`config.mk`:
```
export PLATFORM = sky130hd
export DESIGN_NAME = mem_arbiter_flat
export DESIGN_NICKNAME = d
export VERILOG_FILES = /design/src/rtl/mem_arbiter_if.sv /design/src/rtl/mem_arbiter.sv /design/src/flat_wrapper.sv
export SDC_FILE = /design/constraint.sdc
export NUM_CORES = 1
export LEC_CHECK = 0
export ABC_AREA = 1
export CAP_MARGIN = 25
export CORE_MARGIN = 2
export CORE_UTILIZATION = 36
export DETAILED_ROUTE_END_ITERATION = 8
export PLACE_DENSITY = 0.87
export REMOVE_ABC_BUFFERS = 1
export SLEW_MARGIN = 20
export SYNTH_ARGS = -nofsm -noshare
export SYNTH_HDL_FRONTEND = slang
export SYNTH_SLANG_ARGS = --single-unit
```
`constraint.sdc`:
```
create_clock -name clk -period 2.75 [get_ports clk]
set_input_delay 0.55 -clock clk [delete_from_list [all_inputs] [get_ports clk]]
set_output_delay 0.55 -clock clk [all_outputs]
set_load 0.05 [all_outputs]
```
`src/rtl/mem_arbiter_if.sv`:
```
// mem_arbiter_if: requester A/B request, grant and read-return bus; master = requesters, slave = arbiter
interface mem_arbiter_if;
    logic        a_req;
    logic        b_req;
    logic [1:0]  a_cmd;
    logic [1:0]  b_cmd;
    logic [8:0]  a_addr;
    logic [8:0]  b_addr;
    logic [15:0] a_wdata;
    logic [15:0] b_wdata;
    logic        a_gnt;
    logic        b_gnt;
    logic        a_rvalid;
    logic        b_rvalid;
    logic [15:0] rdata;
    modport master (
        output a_req, b_req, a_cmd, b_cmd, a_addr, b_addr, a_wdata, b_wdata,
        input  a_gnt, b_gnt, a_rvalid, b_rvalid, rdata
    );
    modport slave (
        input  a_req, b_req, a_cmd, b_cmd, a_addr, b_addr, a_wdata, b_wdata,
        output a_gnt, b_gnt, a_rvalid, b_rvalid, rdata
    );
endinterface

```
`src/rtl/mem_arbiter.sv`:
```
// mem_arbiter: round-robin two-requester arbiter for a RAM, an LED register and a switch port; ports: clk, reset (async active-low), bus (requester A/B handshake), ram_addr/ram_we/ram_din/ram_dout (registered-output RAM), sw (switches), led (LED register)
module mem_arbiter #(
    parameter logic [8:0] LED_ADDR = 9'h100,
    parameter logic [8:0] SW_ADDR  = 9'h140
) (
    input  logic        clk,
    input  logic        reset,
    mem_arbiter_if.slave bus,
    output logic [7:0]  ram_addr,
    output logic        ram_we,
    output logic [15:0] ram_din,
    input  logic [15:0] ram_dout,
    input  logic [7:0]  sw,
    output logic [7:0]  led
);
    typedef enum logic {IDLE, RD_WAIT} state_t;
    typedef enum logic [1:0] {SRC_NONE, SRC_RAM, SRC_SW} src_t;
    localparam logic [1:0] MREAD = 2'b01, MWRITE = 2'b10;
    state_t      state;
    src_t        src;
    logic        prio_b;
    logic        who_b;
    logic [15:0] rd_reg;
    logic        a_pend, b_pend, pick_b, grant, rvalid;
    logic [1:0]  g_cmd;
    logic [8:0]  g_addr;
    logic [15:0] g_wdata;
    always_comb begin
        a_pend       = bus.a_req && (bus.a_cmd == MREAD || bus.a_cmd == MWRITE);
        b_pend       = bus.b_req && (bus.b_cmd == MREAD || bus.b_cmd == MWRITE);
        pick_b       = b_pend && (!a_pend || prio_b);
        // reset gating keeps every strobe low while reset is held, regardless of inputs
        grant        = reset && state == IDLE && (a_pend || b_pend);
        rvalid       = reset && state == RD_WAIT;
        g_cmd        = pick_b ? bus.b_cmd : bus.a_cmd;
        g_addr       = pick_b ? bus.b_addr : bus.a_addr;
        g_wdata      = pick_b ? bus.b_wdata : bus.a_wdata;
        bus.a_gnt    = grant && !pick_b;
        bus.b_gnt    = grant && pick_b;
        bus.a_rvalid = rvalid && !who_b;
        bus.b_rvalid = rvalid && who_b;
        bus.rdata    = !rvalid ? 16'h0000 : src == SRC_RAM ? ram_dout : src == SRC_SW ? rd_reg : 16'h0000;
        ram_addr     = grant ? g_addr[7:0] : 8'h00;
        ram_din      = grant ? g_wdata : 16'h0000;
        ram_we       = grant && g_cmd == MWRITE && !g_addr[8];
    end
    always_ff @(posedge clk or negedge reset) begin
        if (!reset) begin
            state  <= IDLE;
            prio_b <= 1'b0;
            led    <= 8'h00;
            rd_reg <= 16'h0000;
            src    <= SRC_NONE;
            who_b  <= 1'b0;
        end else if (state == RD_WAIT) begin
            state <= IDLE;
        end else if (grant) begin
            prio_b <= !pick_b;
            if (g_cmd == MWRITE && g_addr == LED_ADDR)
                led <= g_wdata[7:0];
            if (g_cmd == MREAD) begin
                state <= RD_WAIT;
                who_b <= pick_b;
                src   <= !g_addr[8] ? SRC_RAM : g_addr == SW_ADDR ? SRC_SW : SRC_NONE;
                if (g_addr == SW_ADDR)
                    rd_reg <= {8'h00, sw};
            end
        end
    end
endmodule

```
`src/flat_wrapper.sv`:
```
// flat-port wrapper written by rule: the top's interface ports become plain ports
module mem_arbiter_flat 
#(
    parameter logic [8:0] LED_ADDR = 9'h100,
    parameter logic [8:0] SW_ADDR  = 9'h140
)
  (clk, reset, ram_addr, ram_we, ram_din, ram_dout, sw, led, bus_a_req, bus_b_req, bus_a_cmd, bus_b_cmd, bus_a_addr, bus_b_addr, bus_a_wdata, bus_b_wdata, bus_a_gnt, bus_b_gnt, bus_a_rvalid, bus_b_rvalid, bus_rdata);
  mem_arbiter_if bus_i ();
  input  logic clk;
  input  logic reset;
  output logic [7:0] ram_addr;
  output logic ram_we;
  output logic [15:0] ram_din;
  input  logic [15:0] ram_dout;
  input  logic [7:0] sw;
  output logic [7:0] led;
  input wire logic [$bits(bus_i.a_req)-1:0] bus_a_req;
  input wire logic [$bits(bus_i.b_req)-1:0] bus_b_req;
  input wire logic [$bits(bus_i.a_cmd)-1:0] bus_a_cmd;
  input wire logic [$bits(bus_i.b_cmd)-1:0] bus_b_cmd;
  input wire logic [$bits(bus_i.a_addr)-1:0] bus_a_addr;
  input wire logic [$bits(bus_i.b_addr)-1:0] bus_b_addr;
  input wire logic [$bits(bus_i.a_wdata)-1:0] bus_a_wdata;
  input wire logic [$bits(bus_i.b_wdata)-1:0] bus_b_wdata;
  output wire logic [$bits(bus_i.a_gnt)-1:0] bus_a_gnt;
  output wire logic [$bits(bus_i.b_gnt)-1:0] bus_b_gnt;
  output wire logic [$bits(bus_i.a_rvalid)-1:0] bus_a_rvalid;
  output wire logic [$bits(bus_i.b_rvalid)-1:0] bus_b_rvalid;
  output wire logic [$bits(bus_i.rdata)-1:0] bus_rdata;
  assign bus_i.a_req = bus_a_req;
  assign bus_i.b_req = bus_b_req;
  assign bus_i.a_cmd = bus_a_cmd;
  assign bus_i.b_cmd = bus_b_cmd;
  assign bus_i.a_addr = bus_a_addr;
  assign bus_i.b_addr = bus_b_addr;
  assign bus_i.a_wdata = bus_a_wdata;
  assign bus_i.b_wdata = bus_b_wdata;
  assign bus_a_gnt = bus_i.a_gnt;
  assign bus_b_gnt = bus_i.b_gnt;
  assign bus_a_rvalid = bus_i.a_rvalid;
  assign bus_b_rvalid = bus_i.b_rvalid;
  assign bus_rdata = bus_i.rdata;
  mem_arbiter #(.LED_ADDR(LED_ADDR), .SW_ADDR(SW_ADDR)) u_core (.clk(clk), .reset(reset), .bus(bus_i), .ram_addr(ram_addr), .ram_we(ram_we), .ram_din(ram_din), .ram_dout(ram_dout), .sw(sw), .led(led));
endmodule
```
==> impl_metrics.ini <==
[run_status]
status = completed

[layout]
fill_cells = 283
nNetsFinal = 478
antenna_cells = 0
stdcell_count = 449
fin_util = 0.822
areaGrowthSynthToFinish_pct = 124
drive_gt1_frac = 0.276

[critical_path]
path_cells = clkdlybuf4s50_1, inv_1, nand2_2, nand3_2, a21oi_2, buf_4, nand2_4, clkinvlp_4, a22o_1, buf_12
worstSetupPathType = in2out
worstPathArrival_ns = 2.14
slowest_stage = clkdlybuf4s50_1
reg2reg_to = u_core.rd_reg[1]$_DFFE_PN0P_
endpoint = ram_din[13]
rr_worst_depth = 11
r2r_setup_slack_ns = 0.90
critPathMaxFanout = 4
cp-end-kind = output port
required_ns = 2.20
startpoint_type = primary input
critPathMaxStageDelay_ns = 0.47
crit_start = bus_b_cmd[0]
reg2reg_from = u_core.prio_b$_DFFE_PN0P_

[global_routing]
grt_util_met2 = 0.465
overflow = 0
grt_pass1_wl_mm = 10.3
grt_usage = 0.244
grt_max_degree = 19
antenna_found_initial = 0
grt-busiest-layer = met2
grt_pass1_vias = 2269
gr-usage-met1 = 0.268
use_met3 = 0.0552

[hold_path]
hold_path.class = reg2reg

[timing]
slew_viol_final = 0
slew_headroom = 0.645
period_needed_ns = 2.69
finalHoldViolations = 0
setup_slack_ns = 0.0555
fin_skew_ns = 0.00451
period_share = 0.980
tightest_slew_ns = 0.531
setup_viol = 0
max_freq_mhz = 371

[synth]
syn_area_um2 = 1700
ys_ff_latch = 21
yosys_warnings = 0
avgSynthCellArea_um2 = 6.97
postSynthCellCount = 244
synth-seq-area-share = 0.309
synthDistinctLibCells = 28

[floorplan]
start_util = 0.368
core_um2 = 4630
dieArea_um2 = 5290
row_count = 25
die_y_um = 72.8
die_w_um = 72.8
ios = 135

[clocking]
cts_sinks = 21
cts_tree = done
htree_levels = 1
clk_path_buf_depth = 2
numCtsBuffers = 3
cts_hold_repair.buffers = 0
cts-root-buf = clkbuf_8
clk-insertion-delay-late_ns = 0.25
clk_pin_slew_worst_paths_ns = 0.07

[power_and_ir_drop]
p_sw_w = 0.000419
leakage_nw = 1.75
p_sw_frac = 0.369
ir_drop_mv = 0.236
p_clk_frac = 0.170
seq_power_share = 0.300
intPower_w = 0.000715
pwr-share-comb = 0.530
powerDensity_nw_per_um2 = 298

[placed_design]
dpl.hpwl_mm = 5.39
globalplace.congestion = 0.821
io_buffers = 134
dp_slack_ns = -0.107
post-place-cells = 443

[route]
initialDrtViolationCount = 93
wl_per_cell_um = 14.5
drt-total-wl_mm = 6.52
drc = 0
vias = 2290
ant_nets = 0
via_per_inst = 5.10
firstDrtPassIters = 4

[flow_run]
maxCapViolCount = 0
## power by group through the flow
stage / Clock (W) / Combinational, W / Sequential [W]
6_report: 0.000192 / 0.000601 / 0.000340
3_5_place_dp: 0 / 0.000582 / 0.000346
5_1_grt: 0.000211 / 0.000637 / 0.000343
3_3_place_gp: 0 / 0.000571 / 0.000344
4_1_cts: 0.000196 / 0.000592 / 0.000340
2_1_floorplan: 0 / 0.000256 / 0.000342
## critical path: cells and delay by family
| kind | cells | cell delay, ns |
|---|---|---|
| buf+inv | 5 | 0.93 |
| compound gates | 2 | 0.41 |
| simple gates | 3 | 0.25 |
## repair_timing
| item | CTS | global route |
|---|---|---|
| setup endpoints to repair | 19 | 38 |
| pin swaps | 2 | 2 |
| hold endpoints to repair | 0 | 0 |
| gates resized for setup | 12 | 15 |
| setup buffers | 0 | 1 |
| cloned | 1 | 0 |
## routing by layer
layer / routed length, µm / up-vias
li1: - / 1123
met1: 2320 / 1030
met2: 3430 / 119
met3: 571 / 18
met4: 189 / 0
met5: 0 / -
## Yosys cell counts, drive strengths merged
| library cell | n | area (µm²) |
|---|---|---|
| o21ai | 4 | 23.8 |
| a22o | 8 | 70.1 |
| clkbuf | 3 | 11.3 |
| inv | 21 | 81.3 |
| and2 | 1 | 6.26 |
| nand3 | 26 | 165 |
| nand2 | 90 | 353 |
| dfrtp | 21 | 526 |
| nor2 | 16 | 110 |
| nand4 | 17 | 121 |
| nor3b | 8 | 60.1 |
| nand3b | 5 | 37.5 |
| a21oi | 18 | 90.1 |
| buf | 5 | 42.5 |
| clkinv | 1 | 3.75 |
## cell usage in the layout (no fill, tap or decap), types with 9 or more instances in the layout
cell / n
a21oi_1: 9
dfrtp_1: 21
inv_1: 16
buf_4: 18
buf_12: 46
nand4_1: 16
nand3_1: 22
clkdlybuf4s50_1: 86
a21oi_2: 9
nand2_1: 80
## worst min path at each step
stage	cells past startpoint	to	slack (ns)	start
2_1_floorplan	0	u_core.led[0]$_DFFE_PN0P_	0.25	reset
3_3_place_gp	2	u_core.led[2]$_DFFE_PN0P_	0.45	u_core.led[2]$_DFFE_PN0P_
3_5_place_dp	2	u_core.rd_reg[0]$_DFFE_PN0P_	0.46	u_core.rd_reg[0]$_DFFE_PN0P_
4_1_cts	2	u_core.rd_reg[0]$_DFFE_PN0P_	0.48	u_core.rd_reg[0]$_DFFE_PN0P_
5_1_grt	2	u_core.rd_reg[4]$_DFFE_PN0P_	0.51	u_core.rd_reg[4]$_DFFE_PN0P_
6_report	2	u_core.led[1]$_DFFE_PN0P_	0.48	u_core.led[1]$_DFFE_PN0P_
## through the flow
step	cell area (µm²)	hold WS, ns	power (W)	setup TNS [ns]
CTS	3750	0.478	0.00113	0
finish	3800	0.479	0.00113	0
floorplan	1650	0.254	0.000598	-1.24
global placement	3660	0.453	0.000915	0
global route	3800	0.508	0.00119	-0.251
detailed placement	3660	0.460	0.000928	-0.982
## cell families after synthesis
group | count (synthesis) | share of synthesized area
simple gates | 163 | 0.501
compound gates | 30 | 0.108
buf+inv | 30 | 0.0816
flops | 21 | 0.309
## area by class of cell
| cell class | count | area [µm²] | share of cell area |
|---|---|---|---|
| tap | 54 | 67.6 | 0.0178 |
| sequential | 21 | 526 | 0.138 |
| timing repair inverter | 1 | 7.51 | 0.00197 |
| clock buffer | 4 | 45.0 | 0.0118 |
| multi-input combinational | 193 | 1100 | 0.290 |
| timing repair buffer | 154 | 1970 | 0.517 |
| inverter | 22 | 90.1 | 0.0237 |
Note: power is estimated with default switching activity, not from simulation.
==> RTL change 1, RTL diff (config.mk and constraints unchanged) <==
Register the output `led` once more, with the module's reset; this adds one clock of latency there. The other outputs are not delayed to match. Comments in the files are not updated.
--- a/src/rtl/mem_arbiter.sv
+++ b/src/rtl/mem_arbiter.sv
@@ -17,4 +17,6 @@
     typedef enum logic [1:0] {SRC_NONE, SRC_RAM, SRC_SW} src_t;
     localparam logic [1:0] MREAD = 2'b01, MWRITE = 2'b10;
+
+    logic [7:0] led_s0;
     state_t      state;
     src_t        src;
@@ -49,5 +51,5 @@
             state  <= IDLE;
             prio_b <= 1'b0;
-            led    <= 8'h00;
+            led_s0 <= 8'h00;
             rd_reg <= 16'h0000;
             src    <= SRC_NONE;
@@ -58,5 +60,5 @@
             prio_b <= !pick_b;
             if (g_cmd == MWRITE && g_addr == LED_ADDR)
-                led <= g_wdata[7:0];
+                led_s0 <= g_wdata[7:0];
             if (g_cmd == MREAD) begin
                 state <= RD_WAIT;
@@ -68,4 +70,12 @@
         end
     end
+    always_ff @(posedge clk or negedge reset) begin
+        if (!reset) begin
+            led <= '0;
+        end else begin
+            led <= led_s0;
+        end
+    end
+
 endmodule
 
Formal check against the unedited RTL: not equivalent (a bounded check fails within 4 cycles, from zero or initial values and one cycle with reset low).
==> RTL change 1 against the original RTL <==
- sequential cell count is 8 higher
- via count up 8.2%
- non-clock buffer count is 3 higher
- critical path depth unchanged
- count of clock-buffer cells in the layout up 2
- sequential power grew 37%
- total power is 33% higher
- register-to-register slack got worse by 0.17 ns
- area after synthesis up 12%
- worst setup slack better by 0.0080 ns
- routed wire length is 22% higher
- first-iteration DRC count grew 16%
- final area increased by 11%
==> RTL change 1: results (changes against the original RTL) <==
Yosys
  • Post-synthesis compound-gate area fraction: 10.94% (+0.13 points)
  • Post-synthesis sequential area ratio: 38.01% (+7.1 points)
  • Synth Instances: 253 (+3.7%)
  • Post-synth cell types: 26 (-7.1%)
  • Avg Inst Size Synth: 7.547 um2 (+8.2%)
  • Top post-synthesis cells by count: 85 x nand2_1, 40 x nand3_1, 29 x dfrtp_1

GRT
  • Vias in the first global route: 2646 (+17%)
  • First-pass GRT wire length: 13.01 mm (+26%)
  • Largest net degree at the start of global routing: 26 (+7)
  • Global-route total usage across every layer: 27.70% (+3.3 points)

Clocking
  • Post-CTS Setup Inserts: 3 (+3)
  • H-tree Lvls: 2 (+1)
  • Post-cts repair resize count: 44 (+32)
  • Clock buffer count from CTS: 5 (+2)

Placed design
  • Post-DP HPWL: 5.694 mm (+5.6%)
  • Placed Area: 3881 um2 (+6.0%)
  • Inst Count DP: 468 (+5.6%)
  • Post-place setup slack: -0.1755 ns (-0.06800 ns)
  • Routability-driven placement congestion ratio: 0.8659 (+5.4%)

Finish
  • Clk_buf instances: 6 (+2)
  • Clock buffers and inverters, area share: 2.272% (+1.1 points)
  • Seq/total area: 17.11% (+3.3 points)
  • Final #Nets: 493 (+3.1%)
  • Non-clk buf share: 47.54% (-4.1 points)
  • Filler cell count: 268 (-5.3%)
  • Share of cells above drive strength 1: 30.58% (+3.0 points)

Power
  • Cell Int Power: 0.9605 mW (+34%)
  • Power Density: 355.3 nW/um2 (+19%)
  • Seq. pwr: 0.467 mW (+37%)
  • Logic power comb: 0.671 mW (+12%)
  • Sw Ratio: 36.24% (-0.69 points)

Detailed routing
  • Drt pass-1 iters: 5 (+1)
  • Total wire length: 7.928 mm (+22%)
  • 1st-iter DRT viols: 108 (+16%)
  • Avg WL per Cell: 16.45 um (+13%)

Setup path
  • Worst setup path end: ram_addr[4]
  • Worst r2r dst: u_core.rd_reg[5]

Worst hold path
  • Worst hold path depth: 0 (-2)
  • Hold Path End: u_core.led[6]

Timing
  • Tcrit/Tclk final: 97.69% (-0.29 points)
  • Worst Skew: 0.007268 ns (+0.002762 ns)
  • Actual slew at the worst max-slew pin: 0.5334 ns (+0.002725 ns)
  • WHS: 0.3754 ns (-0.1036 ns)

Status
  • Status: complete, no violations
## RTL change 1: cell count changes after synthesis, sizes merged
| cell | change |
|---|---|
| a21oi | +2 |
| and2 | -1 |
| buf | -1 |
| clkbuf | +1 |
| clkinv | +2 |
| dfrtp | +8 |
| inv | -8 |
| nand2 | +6 |
| nand3 | +16 |
| nand3b | -3 |
| nand4 | -16 |
| o21ai | +3 |
## RTL change 1: per-layer routing
| layer | wire (um) | track usage [%] | vias to the layer above |
|---|---|---|---|
| li1 | - | - | 1163 |
| met1 | 2865 | 29.49 | 1175 |
| met2 | 4298 | 51.67 | 117 |
| met3 | 511 | 6.353 | 23 |
| met4 | 252 | 12.18 | 0 |
| met5 | 0 | 0 | - |
## RTL change 1: critical path, cell delays in order
cell	delay, ns
clkdlybuf4s15_1	0.24
nand2_1	0.11
nand2_2	0.11
o21ai_2	0.20
nand2_2	0.09
nor2_4	0.15
clkinvlp_4	0.18
buf_16	0.19
nor2_2	0.15
buf_12	0.16
==> RTL change 2, RTL diff (config.mk and constraints unchanged) <==
Made on the original files. Encoding of `src_t`: now one-hot (3 bits for 3 values).
--- a/src/rtl/mem_arbiter.sv
+++ b/src/rtl/mem_arbiter.sv
@@ -15,5 +15,5 @@
 );
     typedef enum logic {IDLE, RD_WAIT} state_t;
-    typedef enum logic [1:0] {SRC_NONE, SRC_RAM, SRC_SW} src_t;
+    typedef enum logic [2:0] {SRC_NONE = 3'b001, SRC_RAM = 3'b010, SRC_SW = 3'b100} src_t;
     localparam logic [1:0] MREAD = 2'b01, MWRITE = 2'b10;
     state_t      state;
Formal check against the unedited RTL: same outputs for any inputs over 10 cycles, from zero or initial values and one cycle with reset low; not proved beyond that.
==> RTL change 2 against the original RTL <==
- highest routed layer unchanged
- sequential cell count up 1
- register-to-register slack got worse by 0.08 ns
- total power rose by 15%
- worst setup slack better by 0.0087 ns
- area after synthesis grew 8.8%
- first-iteration DRC count grew 47%
- largest power group unchanged
- count of clock-buffer cells in the layout stayed put
- final area grew 5.8%
- routed wire length rose by 14%
==> RTL change 2: results (changes against the original RTL) <==
Setup path
  • Worst R2R Setup Slack: 0.82 ns (-0.08 ns)
  • Crit-path slowest cell: clkdlybuf4s50_1
  • Worst r2r dst: u_core.rd_reg[5]
  • Reg2reg path depth: 11 (unchanged)
  • Crit path launch: bus_a_cmd[1]
  • Crit path arrival time: 2.14 ns (about the same)
  • Crit path max fanout: 15 (+11)
  • Slowest stage delay, CP: 0.50 ns (+0.03 ns)
  • CP top delay family: buffers and inverters
  • Worst setup path end: ram_addr[1]
  • Worst reg2reg path startpoint: u_core.prio_b

Timing
  • Worst Skew: 0.006893 ns (+0.002387 ns)
  • Slew margin rel.: 65.35% (+0.84 points)

Clocking
  • Root Driver: clkbuf_8
  • Clock transition at path regs: ~0.080 ns
  • Post-CTS Setup Inserts: 0 (unchanged)
  • Post-cts repair resize count: 25 (+13)
  • CTS Buffer Depth: 2 (unchanged)
  • Clock buffer count from CTS: 3 (unchanged)
  • Hold-fix buffers at CTS: 0 (unchanged)
  • H-tree Lvls: 1 (unchanged)

Yosys
  • Top post-synthesis cells by count: 86 x nand2_1, 24 x nand4_1, 21 x dfrtp_1
  • Yosys Warn Count: 0 (unchanged)
  • Asr flop ratio synth: 100.0% (unchanged)
  • Synth area leaders: dfrtp_1 28%, nand2_1 17%, nand4_1 8.1%, a21oi_1 5.4%, nand3_1 4.9%
  • Post-synthesis sequential area ratio: 29.82% (-1.1 points)
  • Dominant register cell in the synthesized netlist: dfrtp_1
  • Post-synth cell types: 27 (-3.6%)

GRT
  • First-pass GRT wire length: 11.43 mm (+11%)
  • Met2 usage: 49.08% (+2.6 points)
  • Initial antenna violation count: 0 (unchanged)
  • Routing usage on met1: 26.27% (-0.50 points)
  • Global-route total usage across every layer: 26.03% (+1.7 points)
  • Vias in the first global route: 2554 (+13%)
  • Grt met3 use: 7.275% (+1.8 points)

Finish
  • Final #Nets: 490 (+2.5%)
  • Share of cells above drive strength 1: 29.24% (+1.6 points)
  • Filler cell count: 282 (-0.35%)

Detailed routing
  • Wl on met1: 2.552 mm (+10%)
  • WL met2: 4.026 mm (+17%)
  • 1st-iter DRT viols: 137 (+47%)
  • Number of vias per cell: 5.153 (+1.0%)
  • Drt pass-1 iters: 4 (unchanged)
  • Met3 WL post-DR: 607 um (+6.3%)
  • Total wire length: 7.428 mm (+14%)

Power
  • Leak pwr: 1.798 nW (+2.6%)
  • Max rail drop VDD: 0.2149 mV (-8.9%)

Worst hold path
  • Hold Path End: u_core.led[3]
  • Hold path start: u_core.led[3]
  • Worst hold path depth: 2 (unchanged)

Placed design
  • Post-DP HPWL: 5.829 mm (+8.1%)
  • Placed Area: 3786 um2 (+3.4%)
  • Routability-driven placement congestion ratio: 0.7692 (-6.4%)

Status
  • Status: complete, no violations
## RTL change 2: cell types whose count changed in the layout (fill, tap and decap cells not counted), sizes merged, moves of 2 or more
cell    delta
nand4      +8
nand2      +7
nor2       +7
nand3      -6
inv        -4
a21oi      +3
buf        -3
clkinv     +2
## RTL change 2: power breakdown
part | switching (mW) | internal (mW) | total (mW)
Clock | 0.0997 | 0.127 | 0.227
Combinational | 0.395 | 0.322 | 0.717
Sequential | 0.0199 | 0.345 | 0.365
Total | 0.515 | 0.794 | 1.31
## RTL change 2: cells by family (layout without fill, tap and decap cells)
family	count (synthesis)	count (layout)	share of synthesized area, %
flip-flops	22	22	29.82
buffers and inverters	30	175	7.776
AND/OR/NAND/NOR	176	177	51.45
AO/OA/AOI/OAI	33	33	10.95
## RTL change 2: stage by stage
stage | hold slack, ns | std cells | setup WS [ns] | power (mW) | util [%]
CTS | 0.4787 | 475 | -0.004061 | 1.289 | 77.92
global route | 0.4970 | 477 | -0.02885 | 1.371 | 79.80
floorplan | 0.2544 | 251 | -0.06073 | 0.6878 | -
global placement | 0.4565 | 470 | -0.02258 | 1.021 | 75.09
finish | 0.4770 | 477 | 0.06418 | 1.309 | 79.80
detailed placement | 0.4584 | 470 | -0.1518 | 1.039 | 75.09
## RTL change 2: final cells by class
| type | count | share of cell area (%) |
|---|---|---|
| Timing Repair Buffer | 151 | 48.48 |
| Multi-Input combinational cell | 210 | 32.21 |
| Sequential cell | 22 | 13.71 |
| Tap cell | 70 | 2.177 |
| Inverter | 20 | 2.052 |
| Clock buffer | 4 | 1.368 |
## RTL change 2: worst min-delay path: stages (launching register included)
cell and delay, ns:
dfrtp_1 0.35, nand2_1 0.06, nand2_1 0.05
